--- src/rtl/fifo_ctrl_pkg.sv ---
// Shared definitions for the FIFO controller: default geometry and state codes.
package fifo_ctrl_pkg;

  localparam int unsigned DEPTH  = 8;
  localparam int unsigned AW     = 3;
  localparam int unsigned DATA_W = 32;

  // Operation performed in the current cycle; codes are fixed for legacy software.
  localparam logic [2:0] ST_INIT   = 3'b000;
  localparam logic [2:0] ST_WRITE  = 3'b001;
  localparam logic [2:0] ST_READ   = 3'b010;
  localparam logic [2:0] ST_WR_ERR = 3'b011;
  localparam logic [2:0] ST_NO_OP  = 3'b100;
  localparam logic [2:0] ST_RD_ERR = 3'b101;

endpackage

--- src/rtl/fifo_ctrl_ns.sv ---
// Next-operation selection from the requests and the post-update entry count.
module fifo_ns #(
  parameter int unsigned DEPTH = fifo_ctrl_pkg::DEPTH,
  parameter int unsigned AW    = fifo_ctrl_pkg::AW
) (
  input  logic          wr_en,
  input  logic          rd_en,
  input  logic [AW:0]   cnt_nx,
  output logic [2:0]    state_nx
);
  import fifo_ctrl_pkg::*;

  localparam logic [AW:0] DEPTH_C = (AW+1)'(DEPTH);

  // Single request picks write/read or its error; none or both is a no-op.
  always_comb begin
    state_nx = ST_NO_OP;
    if (wr_en && !rd_en) begin
      state_nx = (cnt_nx >= DEPTH_C) ? ST_WR_ERR : ST_WRITE;
    end else if (rd_en && !wr_en) begin
      state_nx = (cnt_nx == '0) ? ST_RD_ERR : ST_READ;
    end
  end

endmodule

--- src/rtl/fifo_ctrl.sv ---
// FIFO controller: one operation per cycle, named by the state register,
// with pointers, count and data register committing at the end of that cycle.
module fifo_ctrl #(
  parameter int unsigned DEPTH  = fifo_ctrl_pkg::DEPTH,
  parameter int unsigned DATA_W = fifo_ctrl_pkg::DATA_W,
  parameter int unsigned AW     = fifo_ctrl_pkg::AW
) (
  input  logic              clk,
  input  logic              reset_n,
  input  logic              wr_en,
  input  logic              rd_en,
  input  logic [DATA_W-1:0] din,
  output logic [DATA_W-1:0] dout,
  output logic [2:0]        state,
  output logic [AW-1:0]     head,
  output logic [AW-1:0]     tail,
  output logic [AW:0]       data_count,
  output logic              we,
  output logic              re,
  output logic              full,
  output logic              empty,
  output logic              wr_ack,
  output logic              wr_err,
  output logic              rd_ack,
  output logic              rd_err
);
  import fifo_ctrl_pkg::*;

  localparam logic [AW:0] DEPTH_C = (AW+1)'(DEPTH);

  logic [2:0]        state_q, state_d;
  logic [AW-1:0]     head_q, head_d;
  logic [AW-1:0]     tail_q, tail_d;
  logic [AW:0]       count_q, count_d;
  logic [DATA_W-1:0] din_q, din_d;
  logic [DATA_W-1:0] dout_q, dout_d;
  logic [DATA_W-1:0] mem [DEPTH];
  logic              do_wr, do_rd;

  // Current-cycle operation; unused codes fall through as no-op.
  always_comb begin
    do_wr = (state_q == ST_WRITE);
    do_rd = (state_q == ST_READ);
  end

  // Pointer/count/data updates that commit at the end of this cycle.
  always_comb begin
    head_d  = head_q;
    tail_d  = tail_q;
    count_d = count_q;
    dout_d  = dout_q;
    if (do_wr) begin
      tail_d  = tail_q + AW'(1);
      count_d = count_q + (AW+1)'(1);
    end
    if (do_rd) begin
      head_d  = head_q + AW'(1);
      count_d = count_q - (AW+1)'(1);
      dout_d  = mem[head_q];
    end
  end

  // Next state is chosen from the count as it will be after this cycle.
  fifo_ns #(
    .DEPTH (DEPTH),
    .AW    (AW)
  ) u_ns (
    .wr_en    (wr_en),
    .rd_en    (rd_en),
    .cnt_nx   (count_d),
    .state_nx (state_d)
  );

  // Write data is staged only when a write is about to be performed.
  always_comb begin
    din_d = (state_d == ST_WRITE) ? din : din_q;
  end

  // Control registers with synchronous active-low reset.
  always_ff @(posedge clk) begin
    if (!reset_n) begin
      state_q <= ST_INIT;
      head_q  <= '0;
      tail_q  <= '0;
      count_q <= '0;
      din_q   <= '0;
      dout_q  <= '0;
    end else begin
      state_q <= state_d;
      head_q  <= head_d;
      tail_q  <= tail_d;
      count_q <= count_d;
      din_q   <= din_d;
      dout_q  <= dout_d;
    end
  end

  // Storage is not reset; reset during a write cancels the store.
  always_ff @(posedge clk) begin
    if (reset_n && do_wr) begin
      mem[tail_q] <= din_q;
    end
  end

  // Status outputs are combinational on the registered state and count.
  always_comb begin
    dout       = dout_q;
    state      = state_q;
    head       = head_q;
    tail       = tail_q;
    data_count = count_q;
    we         = do_wr;
    re         = do_rd;
    full       = (count_q == DEPTH_C);
    empty      = (count_q == '0);
    wr_ack     = (state_q == ST_WRITE);
    wr_err     = (state_q == ST_WR_ERR);
    rd_ack     = (state_q == ST_READ);
    rd_err     = (state_q == ST_RD_ERR);
  end

endmodule

--- config.mk ---
export PLATFORM = sky130hd
export DESIGN_NAME = fifo_ctrl
export DESIGN_NICKNAME = d
export VERILOG_FILES = /design/src/rtl/fifo_ctrl_pkg.sv /design/src/rtl/fifo_ctrl_ns.sv /design/src/rtl/fifo_ctrl.sv
export SDC_FILE = /design/constraint.sdc
export NUM_CORES = 1
export LEC_CHECK = 0
export BUFFER_PORTS_ARGS = -buffer_cell sky130_fd_sc_hd__buf_2
export CAP_MARGIN = 20
export CORE_MARGIN = 5
export CORE_UTILIZATION = 64
export CTS_CLUSTER_DIAMETER = 100
export DETAILED_ROUTE_END_ITERATION = 16
export GPL_ROUTABILITY_DRIVEN = 0
export PLACE_DENSITY_LB_ADDON = 0.05
export REMOVE_ABC_BUFFERS = 1
export SYNTH_ARGS = -nofsm -noshare
export SYNTH_HDL_FRONTEND = slang
export SYNTH_SLANG_ARGS = --single-unit
export TNS_END_PERCENT = 100
--- constraint.sdc ---
create_clock -name clk -period 9.8 [get_ports clk]
set_input_delay 1.47 -clock clk [delete_from_list [all_inputs] [get_ports clk]]
set_output_delay 1.47 -clock clk [all_outputs]
set_load 0.1 [all_outputs]
==> summary.txt, run 1 <==
Outcome
  – Status: finished clean

Die
  – Die area: 22,800 um2
  – Initial Util: 65.2%
  – # IOs: 89
  – Die Width: 151 um
  – Die Height: 151 um
  – Core ar.: 19,500 um2
  – Placement row count: 51

Logic synthesis
  – Register area share after synthesis: 72.5%
  – Post-Syn Instances: 727
  – Synth unique cells: 44
  – Main synth FF type: edfxtp_1
  – Top cell type's share of synthesized area: 60.4%
  – Yosys reg bits: 333
  – Synth area leaders: edfxtp_1 (60%), dfxtp_1 (12%), mux4_2 (11%), mux2i_1 (5.1%), nand2_1 (2.3%)
  – Asr flop ratio synth: 0%
  – Avg Inst Size Synth: 17.5 um2
  – Post-synth top area cell: edfxtp_1
  – Yosys warnings: 0
  – EDFF count, synth: 256
  – Post-Syn Area: 12,700 um2

CTS
  – # clock sinks: 333
  – Root Driver: clkbuf_16
  – Post-CTS Setup Bufs: 0
  – H-tree depth: 1
  – Post-CTS sizing: 0
  – Reg clk slew, reported paths: 60 ps
  – Clk Latency, worst-skew pair: 560 ps
  – Clock tree buffer depth: 3
  – Cts hold-fix bufs: 0
  – Num CTS Buffers: 31
  – CTS tree: built

Detailed routing
  – ANT nets after route: 0
  – Residual DRC: 0
  – Via/cell ratio: 5.92
  – DRT iter0 DRCs: 451
  – Final WL: 23.1 mm
  – Average wire per standard cell: 20.9 um
  – Vias post-DR: 6,531
  – DRT Pass-1 Iters: 5

STA
  – Tmin final: 3770 ps
  – Hold WS: 535 ps
  – Final setup TNS: 0 ps
  – Final Max Slew Viols: 0
  – Worst relative slew slack: 28.5%
  – Setup ws final: 6030 ps
  – Final-report hold violation count: 0
  – Clk_skew: 15.9 ps
  – Finish-stage setup viols: 0
  – Fin crit share: 38.5%
  – RSZ-0062 raised after global routing: no
  – Slew @ Worst Pin: 1070 ps
  – FMAX: 265 MHz

Setup path
  – Register-to-Register Setup Slack: 6570 ps
  – Critical R2R Capture: mem[1][29]
  – Crit Path Class: flop to output port
  – R2R cell count: 5
  – Startpoint Class: flop
  – Worst R2R Start: state[0]
  – Worst EP arrival: 2300 ps
  – Req. time, crit path: 8330 ps
  – Crit path max fanout: 18
  – Critical Path Sink Type: output port

Final layout
  – Antenna diodes: 0
  – Fin util: 73.9%
  – Multi-input gate area: 3280 um2
  – Most common cell after layout, fill and taps aside: edfxtp_1
  – Area growth, synth to finish: 13.3%
  – Share of cells above drive strength 1: 27.4%
  – Layout net count: 853
  – Design Area, Final: 14,400 um2
  – Storage element area: 9240 um2
  – Fillers: 1,229
  – Commonest non-fill, non-tap cells in the layout: edfxtp_1 (256), buf_2 (87), nand2_1 (77)

Min path
  – Hold path start: dout[19]
  – Worst Hold Depth: 2
  – Hold Path End: dout[19]
  – Min-delay worst type: flop to flop

Placed design
  – Post-DP HPWL: 12.9 mm
  – Post-DP Area: 13,400 um2
  – Port bufs: 88
  – Pre-CTS WS: 6160 ps

GRT
  – First-pass GRT wire length: 36.6 mm
  – Vias in the first global route: 6,618
  – Grt ovf: 0
  – Largest net degree at the start of global routing: 80
  – Initial antenna violation count: 0
  – Gr usage total: 21.1%

Run
  – Max-cap violations: 0

Power
  – VDD IR-drop max: 0.173 mV
  – Power per cell area: 202 nW/um2
  – Leakage Power: 4.86 nW
==> layer usage <==
metal  wire length, um  global-route usage, %  vias up
met5                 0                      0        -
met4               426                   5.03        0
met3              1380                   2.51       33
met2             11800                   35.6      188
met1              9410                   30.1     3310
li1                  -                      -     3000
==> per-stage QoR <==
| step | total power, mW | cells |
|---|---|---|
| 2_1_floorplan | 1.74 | 679 |
| 3_5_place_dp | 1.79 | 1045 |
| 6_report | 2.92 | 1103 |
| 4_1_cts | 2.94 | 1103 |
| 3_3_place_gp | 1.78 | 1045 |
| 5_1_grt | 3.02 | 1103 |
==> worst max-delay path, cell delays in order, from the launching register on <==
cell and delay (ps):
dfxtp_1 600, or3b_1 530, inv_1 170, buf_2 450
==> layout make-up <==
cell class,count,area share (%)
multi-input combinational,341,22.7
clock inverter,10,0.459
timing repair buffer,101,3.74
sequential,333,64.0
tap,265,2.30
clock buffer,48,6.67
inverter,5,0.130
==> flip-flops by register name, indices dropped and copies added (netlist names) <==
signal,count
head,3
dout,32
data_count,4
tail,3
mem,256
din_q,32
state,3
==> kinds of logic after synthesis <==
| logic type | share of synthesized area, % |
|---|---|
| adder cells (fa/ha/maj) | 0.393 |
| AO/OA/AOI/OAI | 3.60 |
| flip-flops | 72.5 |
| AND/OR/NAND/NOR | 4.59 |
| XOR/XNOR | 0.344 |
| multiplexers | 16.4 |
| buffers and inverters | 2.20 |
==> cells in the mapped netlist, types with 2 or more instances <==
| cell | n |
|---|---|
| and3_1 | 2 |
| nor2b_1 | 3 |
| clkbuf_1 | 30 |
| or4bb_1 | 2 |
| xnor2_1 | 5 |
| and2_1 | 6 |
| or3b_2 | 2 |
| a21boi_0 | 3 |
| nor3_1 | 4 |
| inv_1 | 5 |
| buf_6 | 2 |
| nand3_1 | 3 |
| dfxtp_1 | 77 |
| buf_1 | 3 |
| nand2b_1 | 5 |
| mux4_2 | 64 |
| buf_4 | 2 |
| ha_1 | 4 |
| buf_2 | 8 |
| o21ai_0 | 35 |
| or3_1 | 2 |
| nand4_1 | 2 |
| nor2_1 | 5 |
| edfxtp_1 | 256 |
| nand2_1 | 77 |
| mux2i_1 | 65 |
| buf_12 | 3 |
| nor3b_1 | 2 |
| a21oi_1 | 35 |
==> worst max path at each step <==
stage          slack (ps)  startpoint          to
2_1_floorplan        3850    state[0]   mem[6][0]
3_3_place_gp         6200     reset_n  mem[0][27]
3_5_place_dp         6160     reset_n  mem[0][25]
4_1_cts              6010    state[0]      wr_ack
5_1_grt              5900    state[0]      wr_ack
6_report             6030    state[0]      wr_ack
==> power by group <==
part / leakage, nW / switching [mW] / total [mW] / internal [mW]
clock: 0.510 / 0.485 / 1.16 / 0.678
sequential: 2.94 / 0.0307 / 1.57 / 1.54
combinational: 1.42 / 0.133 / 0.185 / 0.0519
Note: power is estimated with default switching activity, not from simulation.
==> run 2: changes to the inputs <==
--- a/config.mk
+++ b/config.mk
@@ -8,7 +8,7 @@
 export BUFFER_PORTS_ARGS = -buffer_cell sky130_fd_sc_hd__buf_2
 export CAP_MARGIN = 20
 export CORE_MARGIN = 5
-export CORE_UTILIZATION = 64
+export CORE_UTILIZATION = 60
 export CTS_CLUSTER_DIAMETER = 100
 export DETAILED_ROUTE_END_ITERATION = 16
 export GPL_ROUTABILITY_DRIVEN = 0
==> constraint.sdc (replaced) <==
create_clock -name clk -period 3.9 [get_ports clk]
set_input_delay 0.585 -clock clk [delete_from_list [all_inputs] [get_ports clk]]
set_output_delay 0.585 -clock clk [all_outputs]
set_load 0.1 [all_outputs]
==> summary.txt, run 2 (same netlist as run 1, synthesis figures left out) <==
Outcome
  – Status: finished clean (unchanged)

Final layout
  – Share of cells above drive strength 1: 27.6% (was 27.4%)
  – Biggest register: mem (unchanged)
  – Most common cell after layout, fill and taps aside: edfxtp_1 (unchanged)
  – Fillers: 1,369 (was 1,229)
  – Max reg flops: 256 (unchanged)
  – Area growth, synth to finish: 14.0% (was 13.3%)
  – Design Area, Final: 14,500 um2 (was 14,400 um2)
  – Multi-input gate area: 3280 um2 (unchanged)
  – Commonest non-fill, non-tap cells in the layout: edfxtp_1 (256), buf_2 (87), nand2_1 (77) (unchanged)
  – Storage element area: 9240 um2 (unchanged)
  – Fin util: 69.3% (was 73.9%)
  – Layout net count: 863 (was 853)
  – Antenna diodes: 0 (unchanged)

Detailed routing
  – Residual DRC: 0 (unchanged)
  – M1 wire length: 10.7 mm (was 9.41 mm)
  – Average wire per standard cell: 21.5 um (was 20.9 um)
  – Via/cell ratio: 5.86 (was 5.92)
  – Highest routed layer: met4 (unchanged)
  – DRT iter0 DRCs: 509 (was 451)
  – Vias post-DR: 6,578 (was 6,531)
  – Met3 WL post-DR: 1.29 mm (was 1.38 mm)
  – Met2 wire len: 11.8 mm (about the same)
  – ANT nets after route: 0 (unchanged)
  – DRT Pass-1 Iters: 5 (unchanged)
  – Final WL: 24.2 mm (was 23.1 mm)

STA
  – Clk_skew: 14.6 ps (was 15.9 ps)
  – Tmin final: 2850 ps
  – Worst relative slew slack: 31.5% (was 28.5%)
  – FMAX: 351 MHz
  – Final Max Slew Viols: 0 (unchanged)
  – Slew @ Worst Pin: 1030 ps (was 1070 ps)
  – RSZ-0062 raised after global routing: no (unchanged)
  – Finish-stage setup viols: 0 (unchanged)
  – Final-report hold violation count: 0 (unchanged)
  – Fin crit share: 73.1%

Power
  – Leakage Power: 4.91 nW (was 4.86 nW)
  – Power per cell area: 514 nW/um2 (was 202 nW/um2)
  – Psw: 1.67 mW (was 0.649 mW)
  – Clock network fraction of total power: 40.8% (was 39.8%)
  – Sequential Power Share: 52.9% (was 53.8%)
  – Comb power frac: 6.3% (about the same)
  – Tot Pwr: 7.47 mW (was 2.92 mW)
  – VDD IR-drop max: 0.306 mV (was 0.173 mV)
  – Pint: 5.80 mW (was 2.27 mW)
  – Switching Share: 22.3% (was 22.2%)

CTS
  – Cts hold-fix bufs: 0 (unchanged)
  – Clock tree buffer depth: 3 (unchanged)
  – Clk Latency, worst-skew pair: 500 ps (was 560 ps)
  – Reg clk slew, reported paths: 60 ps (about the same)
  – Post-CTS sizing: 0 (unchanged)
  – CTS tree: built (unchanged)
  – Post-CTS Setup Bufs: 0 (unchanged)
  – H-tree depth: 2 (was 1)
  – Num CTS Buffers: 34 (was 31)
  – Root Driver: clkbuf_16 (unchanged)
  – # clock sinks: 333 (unchanged)

GRT
  – Grt ovf: 0 (unchanged)
  – First-pass GRT wire length: 38.6 mm (was 36.6 mm)
  – Vias in the first global route: 6,741 (was 6,618)
  – Gr usage total: 20.6% (was 21.1%)
  – Largest net degree at the start of global routing: 114 (was 80)
  – Initial antenna violation count: 0 (unchanged)

Placed design
  – Post-DP Area: 13,500 um2 (was 13,400 um2)
  – Post-DP HPWL: 14.1 mm (was 12.9 mm)
  – Port bufs: 88 (unchanged)

Setup path
  – Worst EP arrival: 3020 ps (was 2300 ps)
  – Crit path max fanout: 18 (unchanged)
  – Startpoint Class: flop (unchanged)
  – Crit Path Class: flop to flop (was flop to output port)
  – Req. time, crit path: 4070 ps (was 8330 ps)
  – Critical Path Sink Type: flop (was output port)

Die
  – Die Height: 156 um (was 151 um)
  – Die area: 24,200 um2 (was 22,800 um2)
  – # IOs: 89 (unchanged)
  – Core ar.: 21,000 um2 (was 19,500 um2)
  – Initial Util: 60.8% (was 65.2%)
  – Placement row count: 53 (was 51)
  – Die Width: 156 um (was 151 um)

Min path
  – Min-delay worst type: input port to flop (was flop to flop)

Run
  – Max-cap violations: 0 (unchanged)
## run 2: cell types whose count changed in the layout (fill, tap and decap cells not counted), sizes merged
cell      before  now
bufinv         0    1
buf          101  108
clkinv         8   12
clkinvlp       1    0
inv            6    5
## run 2: cell type report
| type | instances | area share, % |
|---|---|---|
| Sequential cell | 333 | 63.6 |
| Clock inverter | 13 | 0.586 |
| Tap cell | 275 | 2.37 |
| Multi-Input combinational cell | 341 | 22.6 |
| Clock buffer | 48 | 6.66 |
| Inverter | 5 | 0.129 |
| Timing Repair Buffer | 108 | 4.08 |
## run 2: worst max-delay path: stages, from the launching register on
cell     delay [ps]
dfxtp_1         610
or3b_1          530
inv_1           170
nand2_1         220
nor2_4          570
buf_4           420
## run 2: stage by stage
| stage | hold slack [ps] | setup WS, ps | cells | setup TNS (ps) |
|---|---|---|---|---|
| floorplan | 499 | -2050 | 679 | -430410 |
| global placement | 517 | 1150 | 1062 | 0 |
| detailed placement | 524 | 1090 | 1062 | 0 |
| CTS | 300 | 1040 | 1123 | 0 |
| global route | 306 | 899 | 1123 | 0 |
| finish | 320 | 1050 | 1123 | 0 |
## run 2: worst paths after layout
check / startpoint / endpoint / slack (ps) / cells past startpoint
max reg2reg: state[0] / mem[7][0] / 1050 / 5
min reg2reg: dout[27] / dout[27] / 540 / 2
max: state[0] / mem[7][0] / 1050 / 5
min: din[8] / din_q[8] / 320 / 3
## run 2: power by group through the flow
stage,Sequential [mW],Clock [mW],Combinational [mW]
final,3.95,3.05,0.469
after CTS,3.95,3.12,0.473
after detailed placement,4.03,0,0.471
after floorplan,4.15,0,0.215
after global routing,3.96,3.29,0.498
after global placement,4.02,0,0.462
## run 2: routing by layer
layer	vias to the layer above	track usage (%)
li1	3011	-
met1	3351	30.3
met2	186	33.0
met3	30	3.86
met4	0	4.50
met5	-	0
